==> config.mk <==
export PLATFORM = sky130hd
export DESIGN_NAME = rv32i_decode_stage
export DESIGN_NICKNAME = d
export VERILOG_FILES = /design/src/rtl/rv32i_pkg.sv /design/src/rtl/rv32i_imm_gen.sv /design/src/rtl/rv32i_decode_stage.sv
export SDC_FILE = /design/constraint.sdc
export NUM_CORES = 1
export LEC_CHECK = 0
export ABC_AREA = 1
export ABC_CLOCK_PERIOD_IN_PS = 2200
export BUFFER_PORTS_ARGS = -buffer_cell sky130_fd_sc_hd__clkbuf_2
export CAP_MARGIN = 0
export CORE_MARGIN = 2
export CORE_UTILIZATION = 50
export CTS_CLUSTER_SIZE = 20
export DETAILED_ROUTE_END_ITERATION = 10
export GPL_ROUTABILITY_DRIVEN = 0
export HOLD_SLACK_MARGIN = 0.08
export PLACE_DENSITY = 0.73
export SLEW_MARGIN = 10
export SYNTH_ARGS = -nofsm -noshare
export SYNTH_HDL_FRONTEND = slang
export SYNTH_HIERARCHICAL = 1
export SYNTH_SLANG_ARGS = --single-unit
==> constraint.sdc <==
create_clock -name clk -period 2.2 [get_ports clk]
set_input_delay 0.66 -clock clk [delete_from_list [all_inputs] [get_ports clk]]
set_output_delay 0.66 -clock clk [all_outputs]
set_load 0.05 [all_outputs]
==> src/rtl/rv32i_pkg.sv <==
// Shared RV32I decode definitions: base opcodes, operation classes and the
// decoded record passed from decode to execute.
package rv32i_pkg;

    localparam logic [6:0] OP       = 7'b0110011;
    localparam logic [6:0] OP_IMM   = 7'b0010011;
    localparam logic [6:0] LOAD     = 7'b0000011;
    localparam logic [6:0] STORE    = 7'b0100011;
    localparam logic [6:0] BRANCH   = 7'b1100011;
    localparam logic [6:0] JAL      = 7'b1101111;
    localparam logic [6:0] JALR     = 7'b1100111;
    localparam logic [6:0] LUI      = 7'b0110111;
    localparam logic [6:0] AUIPC    = 7'b0010111;
    localparam logic [6:0] MISC_MEM = 7'b0001111;
    localparam logic [6:0] SYSTEM   = 7'b1110011;

    typedef enum logic [3:0] {
        OC_ALUREG, OC_ALUIMM, OC_LOAD, OC_STORE, OC_BRANCH, OC_JAL,
        OC_JALR, OC_LUI, OC_AUIPC, OC_FENCE, OC_SYSTEM, OC_NONE
    } op_class_e;

    typedef struct packed {
        logic [31:0] pc;
        logic [4:0]  rs1;
        logic [4:0]  rs2;
        logic [4:0]  rd;
        logic [2:0]  funct3;
        logic [6:0]  funct7;
        logic [31:0] imm;
        op_class_e   op_class;
        logic        is_alu_reg;
        logic        illegal;
    } decoded_t;

endpackage

==> src/rtl/rv32i_imm_gen.sv <==
// Sign-extended immediate extraction by instruction format (I/S/B/U/J);
// formats without an immediate (R-type, unknown opcodes) yield zero.
module rv32i_imm_gen
    import rv32i_pkg::*;
(
    input  logic [31:0] instr,
    output logic [31:0] imm
);

    always_comb begin
        imm = '0;
        case (instr[6:0])
            OP_IMM, LOAD, JALR, MISC_MEM, SYSTEM:
                imm = {{20{instr[31]}}, instr[31:20]};
            STORE:
                imm = {{20{instr[31]}}, instr[31:25], instr[11:7]};
            BRANCH:
                imm = {{19{instr[31]}}, instr[31], instr[7], instr[30:25], instr[11:8], 1'b0};
            LUI, AUIPC:
                imm = {instr[31:12], 12'b0};
            JAL:
                imm = {{11{instr[31]}}, instr[31], instr[19:12], instr[20], instr[30:21], 1'b0};
            default:
                imm = '0;
        endcase
    end

endmodule

==> src/rtl/rv32i_decode_stage.sv <==
// RV32I decode stage: decodes on entry into a two-entry skid buffer so that
// in_ready comes straight from a flop and never from out_ready.
module rv32i_decode_stage
    import rv32i_pkg::*;
#(
    parameter logic [31:0] RESET_PC = 32'h0000_0000
) (
    input  logic        clk,
    input  logic        resetn,
    input  logic        flush,
    input  logic        in_valid,
    output logic        in_ready,
    input  logic [31:0] in_instr,
    input  logic [31:0] in_pc,
    output logic        out_valid,
    input  logic        out_ready,
    output logic [31:0] out_pc,
    output logic [4:0]  rs1_addr,
    output logic [4:0]  rs2_addr,
    output logic [4:0]  rd_addr,
    output logic [2:0]  funct3,
    output logic [6:0]  funct7,
    output logic [31:0] imm,
    output op_class_e   op_class,
    output logic        is_alu_reg,
    output logic        illegal
);

    localparam decoded_t RST_REC = '{pc: RESET_PC, op_class: OC_NONE, default: '0};

    logic [6:0]  opc;
    logic [2:0]  f3;
    logic [6:0]  f7;
    logic [31:0] imm_w;
    logic        bad;
    op_class_e   cls;
    decoded_t    dec;

    assign opc = in_instr[6:0];
    assign f3  = in_instr[14:12];
    assign f7  = in_instr[31:25];

    rv32i_imm_gen u_imm (
        .instr (in_instr),
        .imm   (imm_w)
    );

    always_comb begin
        bad = 1'b0;
        cls = OC_NONE;
        case (opc)
            OP: begin
                cls = OC_ALUREG;
                bad = !((f7 == 7'b0000000) ||
                        (f7 == 7'b0100000 && (f3 == 3'b000 || f3 == 3'b101)));
            end
            OP_IMM: begin
                cls = OC_ALUIMM;
                bad = (f3 == 3'b001 && f7 != 7'b0000000) ||
                      (f3 == 3'b101 && f7 != 7'b0000000 && f7 != 7'b0100000);
            end
            LOAD: begin
                cls = OC_LOAD;
                bad = (f3 == 3'b011) || (f3 == 3'b110) || (f3 == 3'b111);
            end
            STORE: begin
                cls = OC_STORE;
                bad = (f3 > 3'b010);
            end
            BRANCH: begin
                cls = OC_BRANCH;
                bad = (f3 == 3'b010) || (f3 == 3'b011);
            end
            JAL:      cls = OC_JAL;
            JALR: begin
                cls = OC_JALR;
                bad = (f3 != 3'b000);
            end
            LUI:      cls = OC_LUI;
            AUIPC:    cls = OC_AUIPC;
            MISC_MEM: cls = OC_FENCE;
            SYSTEM:   cls = OC_SYSTEM;
            default:  bad = 1'b1;
        endcase
        // Compressed/non-32-bit encodings never reach a legal opcode, kept explicit.
        if (in_instr[1:0] != 2'b11) bad = 1'b1;
    end

    always_comb begin
        dec            = RST_REC;
        dec.pc         = in_pc;
        dec.rs1        = in_instr[19:15];
        dec.rs2        = in_instr[24:20];
        dec.rd         = in_instr[11:7];
        dec.funct3     = f3;
        dec.funct7     = f7;
        dec.imm        = imm_w;
        dec.op_class   = bad ? OC_NONE : cls;
        dec.is_alu_reg = (opc == OP);
        dec.illegal    = bad;
    end

    decoded_t m_q, s_q;
    logic     m_vld, s_vld;
    logic     acc, cons;

    assign in_ready = !s_vld;
    assign acc      = in_valid && in_ready;
    assign cons     = m_vld && out_ready;

    // S only fills while M is held, so the pair always drains M first.
    always_ff @(posedge clk or negedge resetn) begin
        if (!resetn) begin
            m_q   <= RST_REC;
            s_q   <= RST_REC;
            m_vld <= 1'b0;
            s_vld <= 1'b0;
        end else if (flush) begin
            m_vld <= 1'b0;
            s_vld <= 1'b0;
        end else if (cons) begin
            if (s_vld) begin
                m_q   <= s_q;
                s_vld <= 1'b0;
            end else if (acc) begin
                m_q   <= dec;
            end else begin
                m_vld <= 1'b0;
            end
        end else if (acc) begin
            if (!m_vld) begin
                m_q   <= dec;
                m_vld <= 1'b1;
            end else begin
                s_q   <= dec;
                s_vld <= 1'b1;
            end
        end
    end

    assign out_valid  = m_vld;
    assign out_pc     = m_q.pc;
    assign rs1_addr   = m_q.rs1;
    assign rs2_addr   = m_q.rs2;
    assign rd_addr    = m_q.rd;
    assign funct3     = m_q.funct3;
    assign funct7     = m_q.funct7;
    assign imm        = m_q.imm;
    assign op_class   = m_q.op_class;
    assign is_alu_reg = m_q.is_alu_reg;
    assign illegal    = m_q.illegal;

endmodule

Word-level counts from Yosys, hierarchy flattened
Cells that the tools add are included.
{"block": "word_totals", "out_inout_bits": 97, "register_bits": 192}
{"block": "classes", "bitwise": 2, "muxes": 19, "n_lt_le_gt_ge": 1, "n_reduce_logical": 29, "eq_ne": 23}
{"cell": "95-bit 2-to-1 mux", "count": 5}
{"cell": "32-bit one-hot mux with 5 select lines", "count": 1}
{"cell": "4-bit one-hot mux with 11 select lines", "count": 1}
{"cell": "7-bit by 6-bit equality test with 1-bit output (second input constant)", "count": 4}
{"cell": "7-bit equality test (second input constant)", "count": 4}
{"cell": "7-bit by 5-bit equality test with 1-bit output (second input constant)", "count": 2}
{"cell": "1-bit 2-to-1 mux", "count": 10}
{"cell": "5-bit OR reduction", "count": 2}
{"cell": "3-bit equality test (second input constant)", "count": 3}
{"cell": "3-bit nonzero test", "count": 3}
{"cell": "4-bit AND reduction", "count": 2}
{"cell": "7-bit by 2-bit equality test with 1-bit output (second input constant)", "count": 1}
{"cell": "7-bit by 4-bit equality test with 1-bit output (second input constant)", "count": 1}
{"cell": "7-bit zero test", "count": 1}
{"cell": "7-bit by 6-bit inequality test with 1-bit output (second input constant)", "count": 1}
{"cell": "1-bit one-hot mux with 7 select lines", "count": 1}
{"cell": "7-bit nonzero test", "count": 1}
{"cell": "3-bit by 2-bit equality test with 1-bit output (second input constant)", "count": 2}
{"cell": "1-bit logical AND", "count": 6}
{"cell": "1-bit logical OR", "count": 6}
{"cell": "3-bit inequality test (second input constant)", "count": 2}
{"cell": "4-bit 2-to-1 mux", "count": 1}
{"cell": "2-bit nonzero test", "count": 2}
{"cell": "3-bit by 1-bit equality test with 1-bit output (second input constant)", "count": 1}
{"cell": "other kinds (9)", "count": 11}

Longest topological paths before layout
{"block": "logic_depth", "depth_word": 11, "depth_mapped": 12, "mapped_depth_nobuf": 12}

Cells and area by module
The synthesis kept the hierarchy.
{"module": "rv32i_decode_stage", "area_per_inst_um2": 8329.2, "cells_per_inst": 1028, "instances": 1}
{"module": "rv32i_imm_gen", "area_per_inst_um2": 935.9, "cells_per_inst": 219, "instances": 1}

Worst setup path after synthesis
OpenSTA, ideal clock, no wires.
{"block": "synth_path", "path_type": "input port to flip-flop", "start": "in flush", "end": "reg m_q, in the netlist out_pc[18]", "arrival_time_ps": 1612, "setup_slack_ps": 461, "stages": 7, "setup_time_ps": 127, "required_ps": 2073, "path_buffers": 2, "cell_sequence": "or2_1 > o21ai_2 > nand2_1 > inv_2 > buf_2 > buf_4 > a31oi_1"}
{"block": "synth_via", "elab_chain_cells": 2}
{"item": "from (decl)", "line": "rv32i_decode_stage.sv:10", "source": "input logic flush,"}
{"item": "1-bit inverter (no line)"}
{"item": "4-bit AND reduction (no line)"}
{"item": "to (signal assigned)", "line": "rv32i_decode_stage.sv:123", "source": "m_q <= s_q;"}
{"item": "to (decl)", "line": "rv32i_decode_stage.sv:103", "source": "decoded_t m_q, s_q;"}
No other way between the ends.
A chain may end at the register's enable or synchronous reset.

Worst setup path after layout
{"block": "layout_path", "start": "reg m_q, in the netlist op_class[1]", "end": "out op_class[1]"}
{"item": "to (decl)", "line": "rv32i_decode_stage.sv:24", "source": "output op_class_e op_class,"}
No word-level cell between the ends.

==> impl_metrics.csv <==
group,metric,value,unit
critical_path,crit_arrival,1280,ps
finish,regArea,0.00481,mm^2
cts,clockBufferDepth,2,
finish,antenna_cells,0,
critical_path,critPathBufInv,1,
synth,synthFlopType,"dfrtp_1",
routing,dr.pass1.iters,9,
synth,synth_top_area_share,50.2,%
synth,seq_area_frac_synth,51.9,%
critical_path,crit_slowest_cell,"dfstp_2",
placement,portBuffers,165,
status,violations,"design-rule violations",
cts,h-tree-depth,4,
critical_path,path_class,"reg -> out",
critical_path,crit_path_cell_trace,"clkbuf_2",
grt,grt_pass1_vias,8043,
synth,yosys-top-cells-area,"dfrtp_1 50%, nand2_1 24%, nor2_1 6.2%",
floorplanning,die_w,140,um
routing,drt_iter0_drc,745,
finish,largest_reg_flops,95,
timing,tightest_slew,675,ps
power_and_ir_drop,peakVddDrop,0.000583,V
synth,synth-edff-count,0,
floorplanning,initial_utilization,51.2,%
run,drv_cap,0,
power_and_ir_drop,power.density,975,mW/mm^2
routing,drc,13,
cts,cts_hold_buf,0,
power_and_ir_drop,p_leak,5.87,nW
routing,ant_nets,0,
routing,drt-total-wl,24.5,mm
critical_path,cp.required,1540,ps
synth,netlist_area,0.00927,mm^2
critical_path,reg2reg_slack,550,ps
timing,finClkSkew,7.61,ps
cts,clock_latency,440,ps
grt,antenna_found_initial,0,
finish,top_register,"s_q",
cts,cts-resized-gates,0,
synth,yosysMostFrequentCell,"nand2_1",
critical_path,cp_top_family,"flip-flops",
synth,yosysWarnings,6,
timing,finalHoldViolCount,0,
critical_path,max_stage_delay,540,ps
critical_path,r2r_cells,8,
cts,ctsRootBufferMaster,"clkbuf_16",
synth,ys_types,29,
synth,yosysTopAreaCell,"dfrtp_1",
critical_path,worstSetupPathDepth,1,
floorplanning,fp.dieH,140,um
status,status,"finished, violations left",
power_and_ir_drop,finalPower,0.0108,W
grt,track_usage,25.6,%
cts,postCtsSetupRepairBufs,0,
timing,rsz0062_at_grt,"no",
finish,drive_gt1_share,18.6,%
cts,cts_tree,"built",
synth,syn_inst,1247,
grt,overflow,0,
synth,synth_fp_nets,1316,
timing,finalSetupViolCount,0,
floorplanning,num_io_pins,166,
finish,nNetsFinal,1461,
grt,grt_pass1_wl,40.8,mm
timing,fin_crit_sh,88.0,%
finish,n_fill_cell,1612,
cts,cts_made_buffers,17,
synth,synth_seq_cells,192,
routing,wl_per_cell,15.0,um
critical_path,crit_fanout,2,
critical_path,end_kind,"output pin",
timing,fin_crit,1940,ps
floorplanning,fp.coreArea,0.0181,mm^2
finish,areaGrowthSynthToFinish,19.6,%
timing,setup_tns,0,ps
finish,final_core_util,61.3,%
synth,syn_avg_cell_area,7.43,um^2
routing,vias,8499,
placement,dp_hpwl,16.1,mm
floorplanning,dieArea,0.0196,mm^2
timing,slew_headroom,55.0,%
critical_path,start_kind,"flop",
synth,synthTopCellsByCount,"588 x nand2_1, 186 x dfrtp_1, 154 x nor2_1",
floorplanning,fp-row-count,49,
grt,grt_max_degree,95,
min_path,min_path_type,"in -> async",
timing,maxSlewViolCount,0,
routing,post_drt_via_cell_ratio,5.20,
cts,cts.sinks,192,
timing,fmax,0.516,GHz
cts,clkTransAtPathRegs,70,ps
synth,synth-async-reset-ratio,100,%
finish,multi_input_area,0.00394,mm^2
-- through the flow --
stage          instance area (um^2)  setup WS, ps  cells  hold WS, ps
3_5_place_dp                  10400           116   1602          458
4_1_cts                       11100           250   1634          126
5_1_grt                       11100           229   1634          129
2_1_floorplan                  9270           461   1247          364
3_3_place_gp                  10400           175   1602          453
6_report                      11100           264   1634          127
-- worst paths after layout --
check / start / endpoint
setup reg to reg: s_vld / imm[29]
max in group asynchronous: resetn / s_q[2]
hold / removal: resetn / out_pc[18]
hold reg to reg: s_q[57] / s_q[57]
min in group clk: in_pc[1] / s_q[64]
setup / recovery: op_class[1] / op_class[1]
-- cell usage in the layout (no fill, tap or decap), drive strengths merged --
cell type / synthesis / final
inv: 39 / 44
bufinv: 0 / 4
o211ai: 1 / 1
a21oi: 11 / 11
nand3: 64 / 64
nor4: 1 / 1
clkbuf: 29 / 184
o21ai: 10 / 10
nand4: 4 / 4
dfrtp: 186 / 186
nor2: 162 / 162
or2: 2 / 2
buf: 46 / 36
dfstp: 6 / 6
a31oi: 89 / 89
nand2: 590 / 590
clkinv: 1 / 5
nor3: 6 / 6
-- final cells by class --
cell class	instances	share of cell area [%]
Inverter	40	1.40
Clock inverter	13	1.76
Timing Repair Buffer	201	11.2
Clock buffer	19	4.09
Multi-Input combinational cell	940	35.5
Tap cell	229	2.59
Sequential cell	192	43.4
-- report_power, final --
group	internal, W	switching, W
Combinational	0.000684	0.00210
Clock	0.00199	0.00142
Sequential	0.00423	0.000378
Total	0.00690	0.00390
-- layer usage --
layer / vias up / track usage [%] / wire length, um / part of all wire, %
li1: 4235 / - / - / -
met1: 3947 / 36.2 / 11100 / 46
met2: 282 / 40.5 / 11200 / 46
met3: 35 / 5.13 / 1680 / 6.9
met4: 0 / 7.44 / 452 / 1.8
met5: - / 0 / 0 / 0
-- cell families (layout without fill, tap and decap cells) --
family,after synthesis,count (layout),share of synthesized area (%)
AND/OR/NAND/NOR,829,829,35.1
flip-flops,192,192,51.9
AO/OA/AOI/OAI,111,111,7.31
buffers and inverters,115,273,5.66
(Power assumes the default switching activity.)
